`config.mk`:
```
export PLATFORM = sky130hd
export DESIGN_NAME = led_heartbeat
export DESIGN_NICKNAME = d
export VERILOG_FILES = /design/src/rtl/led_heartbeat.sv
export SDC_FILE = /design/constraint.sdc
export NUM_CORES = 1
export LEC_CHECK = 0
export CORE_ASPECT_RATIO = 1.25
export CORE_MARGIN = 2
export CORE_UTILIZATION = 50
export DETAILED_ROUTE_END_ITERATION = 12
export GPL_TIMING_DRIVEN = 1
export MAX_ROUTING_LAYER = met4
export PLACE_DENSITY = 0.74
export SYNTH_ARGS = -nofsm -noshare
export SYNTH_HDL_FRONTEND = slang
export SYNTH_SLANG_ARGS = --single-unit
```
`constraint.sdc`:
```
create_clock -name sysclk -period 2.8 [get_ports sysclk]
set_input_delay 0.56 -clock sysclk [delete_from_list [all_inputs] [get_ports sysclk]]
set_output_delay 0.56 -clock sysclk [all_outputs]
set_load 0.02 [all_outputs]
```
`src/rtl/led_heartbeat.sv`:
```
// Multi-channel LED indicator: shared programmable time base, per-channel off/on/blink/double-flash.
// Optional global PWM dimming when LED_DIM_EN is defined (adds the dim port).
module led_heartbeat #(
    parameter int unsigned CH       = 4,
    parameter int unsigned CNT_W    = 32,
    parameter int unsigned DEF_HALF = 50000000
) (
    input  logic               sysclk,
    input  logic               rst_n,
    input  logic [CNT_W-1:0]   half_period,
    input  logic [2*CH-1:0]    mode,
    input  logic               restart,
`ifdef LED_DIM_EN
    input  logic [7:0]         dim,
`endif
    output logic [CH-1:0]      led,
    output logic               tick
);

    localparam int unsigned STEP_W = 3;

    logic [CNT_W-1:0]  cnt;
    logic [CNT_W-1:0]  cnt_nxt;
    logic [STEP_W-1:0] step;
    logic [STEP_W-1:0] step_nxt;
    logic              tick_nxt;
    logic [CH-1:0]     led_nxt;
    logic [CNT_W-1:0]  period;
    logic              wrap;

    // Zero on the input selects the built-in default period
    assign period = (half_period == '0) ? CNT_W'(DEF_HALF) : half_period;
    assign wrap   = (cnt >= (period - CNT_W'(1)));

`ifdef LED_DIM_EN
    logic [7:0] pwm_cnt;
    logic       gate;

    assign gate = (dim == 8'hFF) | (pwm_cnt < dim);

    always_ff @(posedge sysclk or negedge rst_n) begin
        if (!rst_n) pwm_cnt <= '0;
        else        pwm_cnt <= pwm_cnt + 8'(1);
    end
`endif

    // State register
    always_ff @(posedge sysclk or negedge rst_n) begin
        if (!rst_n) begin
            cnt  <= '0;
            step <= '0;
            tick <= 1'b0;
            led  <= '0;
        end else begin
            cnt  <= cnt_nxt;
            step <= step_nxt;
            tick <= tick_nxt;
            led  <= led_nxt;
        end
    end

    // Time base and step sequencer; restart wins over a coincident wrap
    always_comb begin
        cnt_nxt  = cnt + CNT_W'(1);
        step_nxt = step;
        tick_nxt = 1'b0;
        if (restart) begin
            cnt_nxt  = '0;
            step_nxt = '0;
        end else if (wrap) begin
            cnt_nxt  = '0;
            step_nxt = step + STEP_W'(1);
            tick_nxt = 1'b1;
        end
    end

    // LED pattern decode from the next-state step so blink edges line up with tick
    always_comb begin
        led_nxt = '0;
        for (int i = 0; i < int'(CH); i++) begin
            unique case (mode[2*i +: 2])
                2'b00: led_nxt[i] = 1'b0;
                2'b01: led_nxt[i] = 1'b1;
                2'b10: led_nxt[i] = step_nxt[0];
                2'b11: led_nxt[i] = (step_nxt == STEP_W'(1)) || (step_nxt == STEP_W'(3));
                default: led_nxt[i] = 1'b0;
            endcase
        end
`ifdef LED_DIM_EN
        led_nxt = led_nxt & {CH{gate}};
`endif
    end

endmodule

```
## Word-level counts from Yosys, hierarchy flattened

Cells that the tools add are included.

| cells by class | value |
|---|---|
| add/subtract/negate cells | 3 |
| magnitude comparators | 1 |
| equality and inequality tests | 14 |
| multiplexer cells | 11 |
| reduce and logical (&&, ||, !) cells | 6 |

Operator list:

| kind | number |
|---|---|
| 32-bit two-way mux | 3 |
| 32-bit by 1-bit adder with 32-bit output (second input constant) | 1 |
| 32-bit greater-or-equal comparator | 1 |
| 32-bit zero test | 1 |
| 32-bit by 1-bit subtractor with 32-bit output (second input constant) | 1 |
| 2-bit == test (second input constant) | 8 |
| 1-bit case mux with 4 select lines | 4 |
| 2-bit by 1-bit == test with 1-bit output (second input constant) | 4 |
| 2-bit zero test | 4 |
| 3-bit two-way mux | 2 |
| 3-bit by 1-bit adder with 3-bit output (second input constant) | 1 |
| 3-bit by 1-bit == test with 1-bit output (second input constant) | 1 |
| 3-bit by 2-bit == test with 1-bit output (second input constant) | 1 |
| 1-bit two-way mux | 2 |
| 1-bit logical OR | 1 |

| storage, ports and cells | value |
|---|---|
| register bits after elaboration | 40 |
| word-level logic and storage cells | 39 |

## Longest topological paths before layout

| logic depth | value |
|---|---|
| depth after elaboration | 9 |
| depth in mapped cells | 18 |
| mapped depth without buffers | 15 |

## Worst setup path after synthesis

OpenSTA, ideal clock, no wires.

| path | value |
|---|---|
| kind | input-to-reg |
| from | input port half_period[13] |
| to | register cnt[10] |
| library setup time | 71 ps |
| data arrival time | 4014 ps |
| required time | 2729 ps |
| slack | -1286 ps |
| stages | 16 |
| path through | or4_4 -> nor4b_4 -> nand3b_4 -> or4_4 -> nor2_2 -> xnor2_1 -> ha_1 -> a21o_1 -> a21o_1 -> a221oi_1 -> o21a_1 -> o21a_1 -> buf_4 -> nand2_1 -> buf_2 -> nor2_1 |

| on the way | value |
|---|---|
| cells in the longest elaborated chain, start to end | 6 |

Ends and longest elaborated chain:

| what | RTL line | text |
|---|---|---|
| from (decl) | 10 | `input logic [CNT_W-1:0] half_period,` |
| 32-bit zero test | 32 | `assign period = (half_period == '0) ? CNT_W'(DEF_HALF) : half_period;` |
| 32-bit two-way mux * | 32 |  |
| 32-bit by 1-bit subtractor with 32-bit output * | 33 | `assign wrap = (cnt >= (period - CNT_W'(1)));` |
| 32-bit greater-or-equal comparator * | 33 |  |
| 32-bit two-way mux * | 70 | `end else if (wrap) begin` |
| 32-bit two-way mux * | 67 | `if (restart) begin` |
| via cnt_nxt[10] | 23 | `logic [CNT_W-1:0] cnt_nxt;` |
| to (signal assigned) | 55 | `cnt <= cnt_nxt;` |
| to (decl) | 22 | `logic [CNT_W-1:0] cnt;` |

Mark *: on every way through the listed nets, which the timed path passes. The rest lies on a longest branch.

## Final worst setup path

| path | value |
|---|---|
| from | input port half_period[10] |
| to | register step[2] |

| on the way | value |
|---|---|
| cells in the longest elaborated chain, start to end | 6 |

Ends and longest elaborated chain:

| what | RTL line | text |
|---|---|---|
| 32-bit zero test | 32 |  |
| 32-bit two-way mux * | 32 |  |
| 32-bit by 1-bit subtractor with 32-bit output * | 33 |  |
| 32-bit greater-or-equal comparator * | 33 |  |
| 3-bit two-way mux * | 70 |  |
| 3-bit two-way mux * | 67 |  |
| via step_nxt[2] | 25 | `logic [STEP_W-1:0] step_nxt;` |
| to (signal assigned) | 56 | `step <= step_nxt;` |
| to (decl) | 24 | `logic [STEP_W-1:0] step;` |

Marks and branches as above.

==> run summary <==
The run finished, with violations left. The final reports fail on negative setup slack. Setup slack after layout: -1.034 ns.

Synthesis produced a netlist whose cell count is 377. Clock tree synthesis selected as its root buffer the cell clkbuf_8. The mapped netlist covers 3294 um2. Routability-driven placement finished with a final weighted congestion of 0.8845. The share of the Yosys chip area taken by registers is 30.38%.

The run gives 2 as the CTS H-tree depth. The number of hold violations in the final report is 0. The region available for standard cell placement spans 6482 um2.

The tool flagged a number of max-cap violations equal to 0. The synthesized design devotes to its leading area cell type 30.38% of total area. The logs give 3,168 for the number of global-route vias before repair and 0.04 ns for the internal reg-to-reg setup slack. The floorplan step defined a die boundary enclosing 7258 um2. The deepest clock path buffer count came out at 2.

Detailed placement finished with a half-perimeter wire length of 6396 um. The endpoint identified for the worst register-to-register timing path is step[1]$_DFF_PN0_. The tools report the kind of capture point of the worst setup path as a register. The number of optimization iterations in the first detailed-route pass is 4, and the largest net degree at the start of global routing is 41.

Counting flops with a built-in enable in the synthesized netlist gives 0. The run gives 0 as the initial antenna violation count. In the final routed layout, each cell accounts on average for 14.55 um. The register bit count reported by yosys works out to 40. The data required time at the worst endpoint came out at 3.02 ns. For this design the ratio of total power to cell area is 282.4 nW/um2.

Clock-pin slew was measured on the worst setup and hold paths at 0.08 ns. The effective utilization at floorplan is 50.82%. The post-layout instance count excluding filler cells is 593.

The chip height is 94.76 um. The most used flip-flop cell after synthesis is dfrtp_1. Timing would allow up to 260.8 MHz.

Final setup violation count: 40. The number of antenna diodes in the final layout is 0. The number of library cell types mapped by synthesis was 43; the data arrival time of the critical path was 4.06 ns. Each instance of the synthesized netlist takes up on average 8.738 um2.

The total overflow left after global routing is 0. Counting cells, the worst reg-to-reg path comes to 13. The hold-fix buffer count after cts was 0; the starting DRC count in detailed routing was 80.

The clock reaches the later pin of the worst-skew pair after 0.30 ns. The post-route netlist has 24.51% of its cells at a drive strength greater than 1. For this design the static power due to leakage is 2.132 nW.

Startpoint of the lowest-slack register-to-register path: cnt[0]$_DFF_PN0_. In the synthesized netlist, the cells that appear most often are nor2_1 (55), dfrtp_1 (40), ha_1 (35). The maximum vdd ir drop is 0.0002327 V. Yosys attributes the largest share of cell area to dfrtp_1 (30%), ha_1 (13%), xor2_1 (8.5%). The floorplan has 33 rows. For this design, the sink count on the clock tree is 40. The tools report the critical path endpoint as step[2]$_DFF_PN0_. For the final-stage net count, the log shows 583. TritonCTS built the clock tree. The total number of yosys warnings came out at 0. The final period utilization works out to 136.9%. The biggest area contributor in the post-synthesis netlist is dfrtp_1. The tools report the headroom to the max-slew limit as 42.00%. Of all nets on the critical path, the largest fanout is 6. The time the worst path needs with I/O delays and setup works out to 3.834 ns. Tracing the worst setup path back leads to its startpoint at half_period[10]. Number of input and output port buffers inserted: 47. When the netlist entered floorplanning its net count stood at 455. The first global-routing pass estimated 14,400 um of wire. Counting the buffers created by CTS gives 5. In the global route stage, overall resource usage came out at 25.33%. The cell count after placement came out at 574.

The critical path is of the input port to register type. The largest clock skew in the final design was 0.005515 ns; the actual slew at the worst max-slew pin was 0.8700 ns. In the routed design, unresolved DRC markers number 0. The antenna violation net count after detailed routing is 0, and the width of the chip is 76.60 um. Setup repair after global routing could not meet its margin everywhere.

From synthesis to final layout, the design area changed by 42.08%. The worst setup path is launched from an input port. The final layout contains routed wiring with a total length of 8628 um. By instance count, the leading cell after synthesis is nor2_1. The detailed-route vias per instance was 5.386; the total power after layout was 0.001322 W. The tools report the max-slew violation count as 0. Summing over every cut layer, the via total after detailed routing is 3,194. In the synthesized netlist the async set-or-reset flop fraction comes to 100.0%.

The worst hold path class was input port to asynchronous set/reset pin. During I/O placement, the number of pins put on the boundary was 48.
## worst max-delay path, cell delays in order
cell and delay, ns:
clkdlybuf4s15_1 0.20, or4_4 0.45, nor4b_4 0.30, nand3b_4 0.14, or4_4 0.45, nor2_4 0.09, xnor2_1 0.07, ha_1 0.29
buf_4 0.10, nand4_1 0.12, buf_4 0.16, buf_4 0.12, o21a_1 0.19, o21a_1 0.16, buf_12 0.16, or3_1 0.36
a21oi_1 0.13
## through the flow
stage                     setup TNS [ns]  hold slack, ns  utilization [%]  setup WS (ns)  cell area (um2)
after floorplan                   -49.57          0.2644                -         -1.273             3336
after global placement            -67.71          0.5264            67.57         -1.738             4380
after CTS                         -38.37          0.4011            71.24         -1.059             4618
final                             -39.05          0.3729            72.21         -1.034             4681
after detailed placement          -70.64          0.5338            67.57         -1.817             4380
after global routing              -44.13          0.4417            72.21         -1.169             4681
## state kept, by name, summed over array words and instances (netlist names)
name,cells
step,3
tick,1
cnt,32
led,4
## layout make-up
class | instances | area [um2]
fill | 498 | 1802
sequential | 40 | 1001
clock inverter | 3 | 42.54
timing repair buffer | 125 | 1039
inverter | 12 | 45.04
multi-input combinational | 321 | 2376
tap | 87 | 108.9
clock buffer | 5 | 68.82
## cell families after synthesis
kind of cell               synth area share (%)
adders and majority gates                 13.29
buffers and inverters                     2.278
muxes                                     1.215
and+or+nand+nor                           29.24
DFF                                       30.38
xor gates and xnor gates                  15.15
AOI/OAI and AO/OA                         8.432
## cell usage in the layout (no fill, tap or decap), types with 9 or more instances in the layout
| cell | netlist | layout |
|---|---|---|
| nor3_1 | 17 | 14 |
| nand2_1 | 19 | 17 |
| ha_1 | 35 | 34 |
| nor2_1 | 55 | 53 |
| xor2_1 | 32 | 32 |
| inv_1 | 12 | 12 |
| dfrtp_1 | 40 | 40 |
| nand3_1 | 32 | 32 |
| clkdlybuf4s50_1 | 0 | 26 |
| o21ai_0 | 10 | 10 |
| a21oi_1 | 11 | 11 |
| dlygate4sd2_1 | 0 | 9 |
| buf_4 | 2 | 72 |
| xnor2_1 | 25 | 25 |
| nand4_1 | 15 | 15 |
## layer usage
layer,global-route usage (%),wire length [um],vias to the layer above
met5,-,0,-
met4,8.333,149,0
met3,3.442,280,16
met2,43.81,4373,80
met1,30.77,3824,1486
li1,-,-,1612
## worst min path at each step
stage                                   end  slack, ns
after floorplan            cnt[0]$_DFF_PN0_       0.26
after global placement    step[1]$_DFF_PN0_       0.53
after detailed placement  step[1]$_DFF_PN0_       0.53
after CTS                 cnt[28]$_DFF_PN0_       0.40
after global routing      cnt[28]$_DFF_PN0_       0.44
final                     cnt[28]$_DFF_PN0_       0.37
## power breakdown
part / switching (W) / internal, W / total (W) / leakage [nW]
logic: 0.000124 / 0.000139 / 0.000263 / 1.53
clock network: 0.000205 / 0.000264 / 0.000469 / 0.0541
registers: 0.00000493 / 0.000585 / 0.000589 / 0.550
## repair_timing
| item | CTS | global route |
|---|---|---|
| resized for setup | 68 | 11 |
| gates cloned | 1 | 1 |
| pin swaps | 26 | 12 |
| setup buffers | 6 | 3 |
| setup endpoints to repair | 40 | 40 |
Power figures use the tool's default switching activity.
